<file path="src/rtl/cpu_sequencer.sv">
// cpu_sequencer: fetch/decode/issue controller sequencing ALU, external unit, program flow and DMA bus yield
module cpu_sequencer #(
    parameter int ROM_AW = 12,
    parameter int IW = 12
) (
    input  logic              Clk,
    input  logic              Rst,
    output logic [ROM_AW-1:0] ROM_Addr,
    input  logic [IW-1:0]     ROM_Data,
    output logic [5:0]        ALU_Op,
    output logic              ALU_Valid,
    input  logic              ALU_Ready,
    input  logic              ALU_Zero,
    output logic [IW-1:0]     Ext_Instr,
    output logic              Ext_Valid,
    input  logic              Ext_Ready,
    input  logic              DMA_Req,
    output logic              DMA_Ack,
    output logic              Halt
);
    typedef enum logic [2:0] {FETCH, DECODE, ALU, JMP, EXT, DMA, HALT} state_t;
    state_t state, state_n;
    logic [ROM_AW-1:0] pc, pc_n;
    logic [IW-1:0] ir, ir_n;
    logic halted, halted_n;
    logic [5:0] op;
    logic [1:0] kind;
    assign op = ir[5:0];
    assign kind = ir[7:6];
    assign ROM_Addr = pc;
    assign ALU_Op = op;
    assign Ext_Instr = ir;
    assign ALU_Valid = state == ALU;
    assign Ext_Valid = state == EXT;
    assign DMA_Ack = state == DMA;
    assign Halt = state == HALT;
    always_ff @(posedge Clk) begin
        if (Rst) begin
            state <= FETCH;
            pc <= '0;
            ir <= '0;
            halted <= 1'b0;
        end else begin
            state <= state_n;
            pc <= pc_n;
            ir <= ir_n;
            halted <= halted_n;
        end
    end
    always_comb begin
        state_n = state;
        pc_n = pc;
        ir_n = ir;
        halted_n = halted;
        case (state)
            FETCH: begin
                if (DMA_Req) begin
                    state_n = DMA;
                end else begin
                    ir_n = ROM_Data;
                    pc_n = pc + 1'b1;
                    state_n = DECODE;
                end
            end
            DECODE: begin
                state_n = kind == 2'b00 ? ALU : kind == 2'b01 ? (op == 6'h3f ? HALT : JMP) : EXT;
                if (kind == 2'b01 && op == 6'h3f) halted_n = 1'b1;
            end
            ALU: state_n = ALU_Ready ? FETCH : ALU;
            JMP: begin
                pc_n = (op == 6'h00 || (op == 6'h01 && ALU_Zero)) ? ROM_AW'(ROM_Data) : pc + 1'b1;
                state_n = FETCH;
            end
            EXT: state_n = Ext_Ready ? FETCH : EXT;
            DMA: state_n = DMA_Req ? DMA : halted ? HALT : FETCH;
            HALT: state_n = DMA_Req ? DMA : HALT;
            default: state_n = FETCH;
        endcase
    end
endmodule

</file>
<file path="config.mk">
export PLATFORM = sky130hd
export DESIGN_NAME = cpu_sequencer
export DESIGN_NICKNAME = d
export VERILOG_FILES = /design/src/rtl/cpu_sequencer.sv
export SDC_FILE = /design/constraint.sdc
export NUM_CORES = 1
export LEC_CHECK = 0
export CAP_MARGIN = 5
export CORE_UTILIZATION = 23
export CTS_CLUSTER_SIZE = 30
export DETAILED_ROUTE_END_ITERATION = 10
export HOLD_SLACK_MARGIN = 0.06
export PLACE_DENSITY = 0.56
export SYNTH_ARGS = -nofsm -noshare
export SYNTH_HDL_FRONTEND = slang
export SYNTH_SLANG_ARGS = --single-unit
</file>
<file path="constraint.sdc">
create_clock -name Clk -period 4.3 [get_ports Clk]
set_input_delay 0.86 -clock Clk [delete_from_list [all_inputs] [get_ports Clk]]
set_output_delay 0.86 -clock Clk [all_outputs]
set_load 0.05 [all_outputs]
</file>
==> impl_metrics.tcl, run 1 <==
set metrics [dict create \
    antenna_found_initial 0 \
    hold_path_class "flop to flop" \
    finalCriticalPeriod_ps 2950 \
    p_sw_mw 0.502 \
    p_sw_frac 0.472 \
    initial_utilization 0.243 \
    post-route-period-util 0.686 \
    core_area_um2 6490 \
    routabilityCongestion 0.770 \
    p_per_area_nw_per_um2 494 \
    grt-ovfl-total 0 \
    drive_above_1_share 0.0579 \
    synthCells 202 \
    worstHoldStart "Ext_Instr[9]" \
    drt-initial-drc-count 78 \
    yosysSeqAreaShare 0.355 \
    grt_start_max_net_pins 20 \
    r2r-start "state[1]" \
    viasPerCell 5.02 \
    drt_wl_total_um 4670 \
    leakage_nw 0.725 \
    ys_types 46 \
    track_usage 0.133 \
    numCtsBuffers 3 \
    utilization 0.332 \
    vias 1600 \
    final_area_um2 2160 \
    slowest_delay_ps 830 \
    slew_headroom 0.590 \
    grt_pass1_wl_um 7690 \
    cts_tree "done" \
    crit_chain "inv_1, nor3b_1, clkdlybuf4s50_1" \
    clock_path_buffers 2 \
    dpl_cell_area_um2 2110 \
    combPwrFrac 0.507 \
    rsz0062_at_grt "false" \
    syn2layout_area_growth_pct 36.5 \
    stdcell_count 319 \
    p_clk_frac 0.133 \
    cpMaxStageDelayCell "clkdlybuf4s50_1" \
    die_area_um2 7200 \
    clock_latency_ps 280 \
    cts_setup_buffers 0 \
    fillCellCount 670 \
    dp_hpwl_um 3380 \
    sequentialPowerShare 0.360 \
    numPortBuffers 51 \
    fp.dieH_um 84.9 \
    cts.sink_count 28 \
    diodes 0 \
    timing.rr.end "ROM_Addr[7]" \
    die_x_um 84.9 \
    grt_pass1_vias 1480 \
    reg2regPathDepth 4 \
    syn-cell-area_um2 1580 \
    cp_data_arrival_time_ps 2090 \
    ant_nets 0 \
    drt_first_pass_iters 6 \
    finalNetCount 263 \
    synth_warnings 0 \
    post_cts_resized 0 \
    hold_end "Ext_Instr[9]" \
    placedCellCount 316 \
    drv_slew 0 \
    p_int_mw 0.563 \
    syn_nets 221 \
    p_total_mw 1.07 \
    crit_path_end_kind "output pin" \
    ir_drop_v 0.000175 \
    cts_hold_buf 0 \
    synth_seq_cells 28 \
    crit_required_ps 3440 \
    fin_skew_ps 11.6 \
    synth_edf_count 0 \
    regToRegSetupSlack_ps 2440 \
    clk_pin_slew_worst_paths_ps 100 \
    cts-root-buf "clkbuf_8" \
    h-tree-depth 1 \
    place_ws_ps 1620 \
    max_freq_mhz 339 \
    criticalPathCategory "flop to output pin" \
    fin_hold_ws_ps 463 \
    synth_area_per_cell_um2 7.82 \
    rows 29 \
    tightest_slew_ps 613 \
    ioPinCount 52 \
    crit_path_max_fanout 13 \
    holdPathStages 2 \
    finalWorstSetupSlack_ps 1350 \
    setup_violations 0 \
    async_reset_ff_frac 0 \
    start_kind "flop" \
    cap_violations 0 \
    drc 0 \
    synthFlopType "dfxtp_1" \
    outcome "complete, no violations" \
    hold_viol_final 0 \
    wl_per_cell_um 14.6 \
    tns_ps 0 \
]
## area by class of cell
class / instances / area, um^2 / area share
clock buffer: 3 / 41.3 / 0.0192
timing repair buffer: 53 / 526 / 0.244
multi-input combinational: 152 / 910 / 0.422
sequential: 28 / 561 / 0.260
tap: 77 / 96.3 / 0.0447
inverter: 6 / 22.5 / 0.0104
## state kept, by name, indices dropped and copies added (netlist names)
register and cells:
state 3, halted 1, Ext_Instr 12, ROM_Addr 12
## synthesized netlist by cell type (2+ instances only)
cell       number  share of area
nor3_1          7          0.022
clkbuf_1        6          0.014
nor2_1         12          0.029
inv_1           6          0.014
a21oi_1        24          0.076
o221ai_1        2          0.011
nand4b_1        2          0.011
o2bb2ai_1       4          0.022
mux2i_1         7          0.044
o32ai_1         3          0.017
nor3b_1         2         0.0095
nand3_1         3         0.0095
buf_4           6          0.029
nand4_1         5          0.020
nand2b_1        5          0.020
nand2_1        33          0.078
nor2b_1         4          0.016
or3_1           4          0.016
dfxtp_1        28           0.35
o21ai_0         9          0.029
nor4_1          2         0.0079
buf_2           2         0.0063
nor4b_1         2          0.011
and3_1          2         0.0079
## worst max-delay path: cells and delay by family, from the launching register on
kind          cells  cell delay (ps)
simple gates      1              220
flops             1              600
buf+inv           2             1000
## power by group through the flow
stage | Combinational (mW) | Clock [mW] | Sequential (mW)
finish | 0.540 | 0.142 | 0.383
floorplan | 0.306 | 0 | 0.460
global placement | 0.536 | 0 | 0.389
detailed placement | 0.542 | 0 | 0.390
global route | 0.579 | 0.159 | 0.396
CTS | 0.543 | 0.148 | 0.384
## cell families after synthesis
family / after synthesis / synth area share
compound gates: 52 / 0.215
mux: 7 / 0.0444
xor+xnor: 1 / 0.00555
fa+ha+maj: 1 / 0.00792
simple gates: 91 / 0.303
flops: 28 / 0.355
buf+inv: 22 / 0.0689
## metal layers
layer	global-route usage	part of all wire	up-vias
met5	0	0	-
met2	0.205	0.43	50
met3	0.0302	0.060	2
li1	-	-	802
met1	0.194	0.51	746
met4	0.0185	0.0032	0
## worst max-delay path by stage
stage          startpoint  cells past startpoint           end  slack, ps
2_1_floorplan    state[1]                      3          Halt       1500
3_3_place_gp      DMA_Req                      5   ROM_Addr[3]       1670
3_5_place_dp      DMA_Req                      5  ROM_Addr[10]       1620
4_1_cts          state[1]                      3          Halt       1340
5_1_grt          state[1]                      3          Halt       1130
6_report         state[1]                      3          Halt       1350
## layout by cell type, fill, tap and decap left out, drive strengths merged, types with 2 or more instances in the layout
| cell type | count |
|---|---|
| dfxtp | 28 |
| clkdlybuf4s50 | 51 |
| nor4 | 2 |
| nor3b | 2 |
| mux2i | 7 |
| o2bb2ai | 4 |
| nand4 | 5 |
| buf | 2 |
| inv | 6 |
| a21oi | 25 |
| nand2b | 5 |
| or3 | 5 |
| and3 | 2 |
| nor2 | 12 |
| o21ai | 9 |
| nor3 | 7 |
| nand2 | 33 |
| nor2b | 4 |
| nor4b | 2 |
| clkbuf | 3 |
| o32ai | 3 |
| nand4b | 2 |
| nand3 | 4 |
| o221ai | 2 |
Power figures use the tool's default switching activity.
==> run 2, diff against run 1 <==
==> constraint.sdc (replaced) <==
create_clock -name Clk -period 2.9 [get_ports Clk]
set_input_delay 0.58 -clock Clk [delete_from_list [all_inputs] [get_ports Clk]]
set_output_delay 0.58 -clock Clk [all_outputs]
set_load 0.05 [all_outputs]
==> run 2 against run 1 <==
  * The flow now finishes with violations (design-rule violations)
  * Via count rose by 2.4%
  * Power rose by 53%
  * Wire length rose by 0.62%
  * Global-route usage fell by 0.20 points
  * First-iteration DRC count fell by 14%
  * Worst setup slack got worse by 1100 ps
  * Cell area rose by 1.3%
  * Largest power group unchanged
==> impl_metrics.tcl, run 2 (synthesis gave the netlist of run 1 again) <==
set metrics [dict create \
    outcome "finished, violations left" \
    failed_checks "design-rule violations" \
    p_total_mw 1.63 \
    slew_headroom 0.662 \
    ant_nets 0 \
    cts_tree "done" \
    leakage_nw 0.742 \
    ir_drop_v 0.000237 \
    grt_pass1_vias 1551 \
    cap_violations 0 \
    dpl_cell_area_um2 2130 \
    final_cell_mix "clkdlybuf4s50_1 (51), nand2_1 (33), dfxtp_1 (28)" \
    max_freq_mhz 376 \
    die_area_um2 7200 \
    wl_per_cell_um 14.6 \
    tns_ps 0 \
    vias 1639 \
    start_kind "flop" \
    rows 29 \
    fp.dieH_um 84.9 \
    layout_commonest_cell "clkdlybuf4s50_1" \
    grt_start_max_net_pins 18 \
    track_usage 0.131 \
    die_x_um 84.9 \
    drt_first_pass_iters 8 \
    cts_hold_buf 0 \
    finalNetCount 265 \
    grt_pass1_wl_um 7680 \
    cts_setup_buffers 0 \
    slowest_delay_ps 830 \
    crit_chain "inv_1, nor3b_1, clkdlybuf4s50_1" \
    antenna_found_initial 0 \
    drt-initial-drc-count 67 \
    hold_viol_final 0 \
    dp_hpwl_um 3490 \
    finalCriticalPeriod_ps 2660 \
    initial_utilization 0.243 \
    criticalPathCategory "flop to output pin" \
    post_cts_resized 0 \
    clock_latency_ps 270 \
    cts-root-buf "clkbuf_8" \
    core_area_um2 6490 \
    drive_above_1_share 0.0694 \
    cp_data_arrival_time_ps 2080 \
    crit_path_max_fanout 13 \
    cts.sink_count 28 \
    ioPinCount 52 \
    fin_skew_ps 6.35 \
    p_per_area_nw_per_um2 745 \
    final_area_um2 2180 \
    tightest_slew_ps 505 \
    clock_path_buffers 2 \
    setup_violations 0 \
    clk_pin_slew_worst_paths_ps 100 \
    crit_path_end_kind "output pin" \
    viasPerCell 5.09 \
    diodes 0 \
    numPortBuffers 51 \
    h-tree-depth 1 \
    rsz0062_at_grt "false" \
    grt-ovfl-total 0 \
    critPathBufInv 2 \
    crit_family "buffers and inverters" \
    hold_path_class "flop to flop" \
    crit_required_ps 2320 \
    drv_slew 0 \
    drt_wl_total_um 4700 \
    fin_hold_ws_ps 461 \
    numCtsBuffers 3 \
    post-route-period-util 0.918 \
    utilization 0.336 \
    syn2layout_area_growth_pct 38.4 \
    routabilityCongestion 0.836 \
    cpMaxStageDelayCell "clkdlybuf4s50_1" \
    drc 4 \
]
[run 2: cell count changes in the layout (fill, tap and decap cells not counted)]
cell and delta:
buf_4 +2, clkbuf_8 +1
[run 2: final cells by class]
cell class,instances,area [um^2]
Timing Repair Buffer,55,541
Inverter,6,22.5
Tap cell,77,96.3
Fill cell,700,4310
Sequential cell,28,561
Multi-Input combinational cell,152,910
Clock buffer,4,55.1
[run 2: worst register-to-register path: cells and delay by family (launching register included)]
family           cells  cell delay [ps]
flip-flops           1              630
multiplexers         1              290
AND/OR/NAND/NOR      2              680
AO/OA/AOI/OAI        1              100
[run 2: per-stage QoR]
stage / std cells / worst slack, ps
final: 322 / 237
after global routing: 322 / 40.3
after CTS: 322 / 235
after detailed placement: 318 / 550
after global placement: 318 / 593
after floorplan: 202 / 382
[run 2: worst paths after layout]
path	from	slack, ps	cells after the start	end
max	state[1]	240	3	Halt
min	Ext_Instr[10]	460	2	Ext_Instr[10]
max reg2reg	state[0]	1070	4	ROM_Addr[10]
min reg2reg	Ext_Instr[10]	460	2	Ext_Instr[10]
[run 2: where the power goes]
part | internal [mW] | total (mW) | switching, mW
registers | 0.449 | 0.568 | 0.119
clock network | 0.122 | 0.247 | 0.125
logic | 0.301 | 0.812 | 0.512
total | 0.871 | 1.63 | 0.756
[run 2: per-layer routing]
layer  share of wire  up-vias  track usage  wire length [um]
met1            0.51      787        0.189              2400
met3           0.047        0       0.0224               222
met4               0        0       0.0169                 0
met5               0        -            0                 0
met2            0.44       44        0.210              2070
li1                -      808            -                 -
==> run 3, diff against run 2 <==
--- a/config.mk
+++ b/config.mk
@@ -6,11 +6,12 @@
 export NUM_CORES = 1
 export LEC_CHECK = 0
 export CAP_MARGIN = 5
-export CORE_UTILIZATION = 23
+export CORE_UTILIZATION = 41
+export CTS_CLUSTER_DIAMETER = 60
 export CTS_CLUSTER_SIZE = 30
 export DETAILED_ROUTE_END_ITERATION = 10
 export HOLD_SLACK_MARGIN = 0.06
-export PLACE_DENSITY = 0.56
+export PLACE_DENSITY = 0.83
 export SYNTH_ARGS = -nofsm -noshare
 export SYNTH_HDL_FRONTEND = slang
 export SYNTH_SLANG_ARGS = --single-unit
==> constraint.sdc (replaced) <==
create_clock -name Clk -period 3.3 [get_ports Clk]
set_input_delay 0.66 -clock Clk [delete_from_list [all_inputs] [get_ports Clk]]
set_output_delay 0.66 -clock Clk [all_outputs]
set_load 0.05 [all_outputs]
==> run 3 against run 2 <==
  * Sequential power shrank 13%
  * Clock-buffer cell count shrank 1
  * First-iteration DRC count grew 40%
  * The flow now finishes without violations
  * Worst hold slack gained 1.1 ps
  * Combinational power shrank 13%
  * Non-clock buffer count shrank 2
  * Wire length shrank 11%
  * Final cell count shrank 9.9%
  * Global-route usage grew 8.4 points
  * Sequential share of layout area grew 0.79 points
  * Critical path type unchanged
==> impl_metrics.tcl, run 3 (synthesis gave the netlist of run 1 again) <==
set metrics [dict create \
    fin_skew_ps 6.94 \
    sequentialPowerShare 0.358 \
    slowest_delay_ps 830 \
    p_per_area_nw_per_um2 654 \
    outcome "complete, no violations" \
    ir_drop_v 0.000274 \
    dp_hpwl_um 2990 \
    placedCellCount 287 \
    cp_data_arrival_time_ps 2080 \
    crit_required_ps 2640 \
    p_int_mw 0.734 \
    cts_hold_buf 0 \
    tns_ps 0 \
    diodes 0 \
    drc 0 \
    drt-initial-drc-count 94 \
    setup_violations 0 \
    post-route-period-util 0.831 \
    criticalPathCategory "flop to output pin" \
    track_usage 0.215 \
    tightest_slew_ps 565 \
    clock_path_buffers 2 \
    hold_path_class "flop to flop" \
    cpMaxStageDelayCell "clkdlybuf4s50_1" \
    clk_pin_slew_worst_paths_ps 90 \
    max_freq_mhz 365 \
    critPathBufInv 2 \
    drive_above_1_share 0.0579 \
    utilization 0.575 \
    finalCriticalPeriod_ps 2740 \
    wl_per_cell_um 14.5 \
    rows 22 \
    combPwrFrac 0.507 \
    drv_slew 0 \
    initial_utilization 0.428 \
    layout_commonest_cell "clkdlybuf4s50_1" \
    fp.dieH_um 64.1 \
    routabilityCongestion 0.861 \
    die_area_um2 4100 \
    crit_family "buffers and inverters" \
    antenna_found_initial 0 \
    grt-ovfl-total 0 \
    numPortBuffers 51 \
    rsz0062_at_grt "false" \
    cts.sink_count 28 \
    final_cell_mix "clkdlybuf4s50_1 (51), nand2_1 (33), dfxtp_1 (28)" \
    p_sw_frac 0.471 \
    drt_wl_total_um 4200 \
    grt_pass1_vias 1373 \
    die_x_um 64.1 \
    vias 1584 \
    stdcell_count 290 \
    h-tree-depth 1 \
    slew_headroom 0.622 \
    cap_violations 0 \
    p_sw_mw 0.653 \
    syn2layout_area_growth_pct 34.2 \
    drt_first_pass_iters 4 \
    finalNetCount 263 \
    core_area_um2 3690 \
    clock_latency_ps 280 \
    numCtsBuffers 3 \
    crit_path_max_fanout 13 \
    ant_nets 0 \
    cts_setup_buffers 0 \
    hold_viol_final 0 \
    start_kind "flop" \
    cts_tree "done" \
    grt_pass1_wl_um 6730 \
    grt_start_max_net_pins 19 \
    leakage_nw 0.725 \
    crit_chain "inv_1, nor3b_1, clkdlybuf4s50_1" \
    viasPerCell 5.46 \
    post_cts_resized 0 \
    cts-root-buf "clkbuf_8" \
    ioPinCount 52 \
    p_clk_frac 0.136 \
    p_total_mw 1.39 \
    crit_path_end_kind "output pin" \
]
## run 3: cell types whose count changed in the layout (fill, tap and decap cells not counted), sizes merged
cell    before  now
clkbuf       4    3
buf          4    2
## run 3: routing by layer
metal | share of wire | global-route usage
met4 | 0.012 | 0.0909
met5 | 0 | 0
met1 | 0.47 | 0.294
met3 | 0.044 | 0.0250
met2 | 0.47 | 0.340
## run 3: path summary, 6_finish.rpt
path / cells after the start / slack (ps) / start / endpoint
worst min-delay path: 2 / 460 / Ext_Instr[11] / Ext_Instr[11]
worst max register to register: 4 / 1430 / state[0] / ROM_Addr[5]
worst min register to register: 2 / 460 / Ext_Instr[11] / Ext_Instr[11]
worst max-delay path: 3 / 560 / state[1] / Halt
## run 3: layout make-up
cell class	instances	area, um^2
inverter	6	22.5
timing repair buffer	53	526
multi-input combinational	152	910
clock buffer	3	41.3
sequential	28	561
fill	374	1570
tap	48	60.1
## run 3: metrics by stage
stage,cell area [um^2],hold slack (ps),setup WS (ps)
after global placement,2080,444,897
after detailed placement,2080,451,816
after global routing,2120,487,459
after CTS,2120,464,566
final,2120,462,558
after floorplan,1580,460,702
## run 3: power groups by stage
stage	combinational, mW	clock (mW)	sequential, mW
2_1_floorplan	0.398	0	0.600
3_3_place_gp	0.693	0	0.499
3_5_place_dp	0.707	0	0.502
4_1_cts	0.708	0.193	0.495
5_1_grt	0.747	0.207	0.511
6_report	0.703	0.188	0.496
## run 3: worst reg2reg max path: stages, from the launching register on
cell and delay (ps):
dfxtp_1 460, or3_4 450, a21oi_2 400, nand2b_1 280, o2bb2ai_1 220
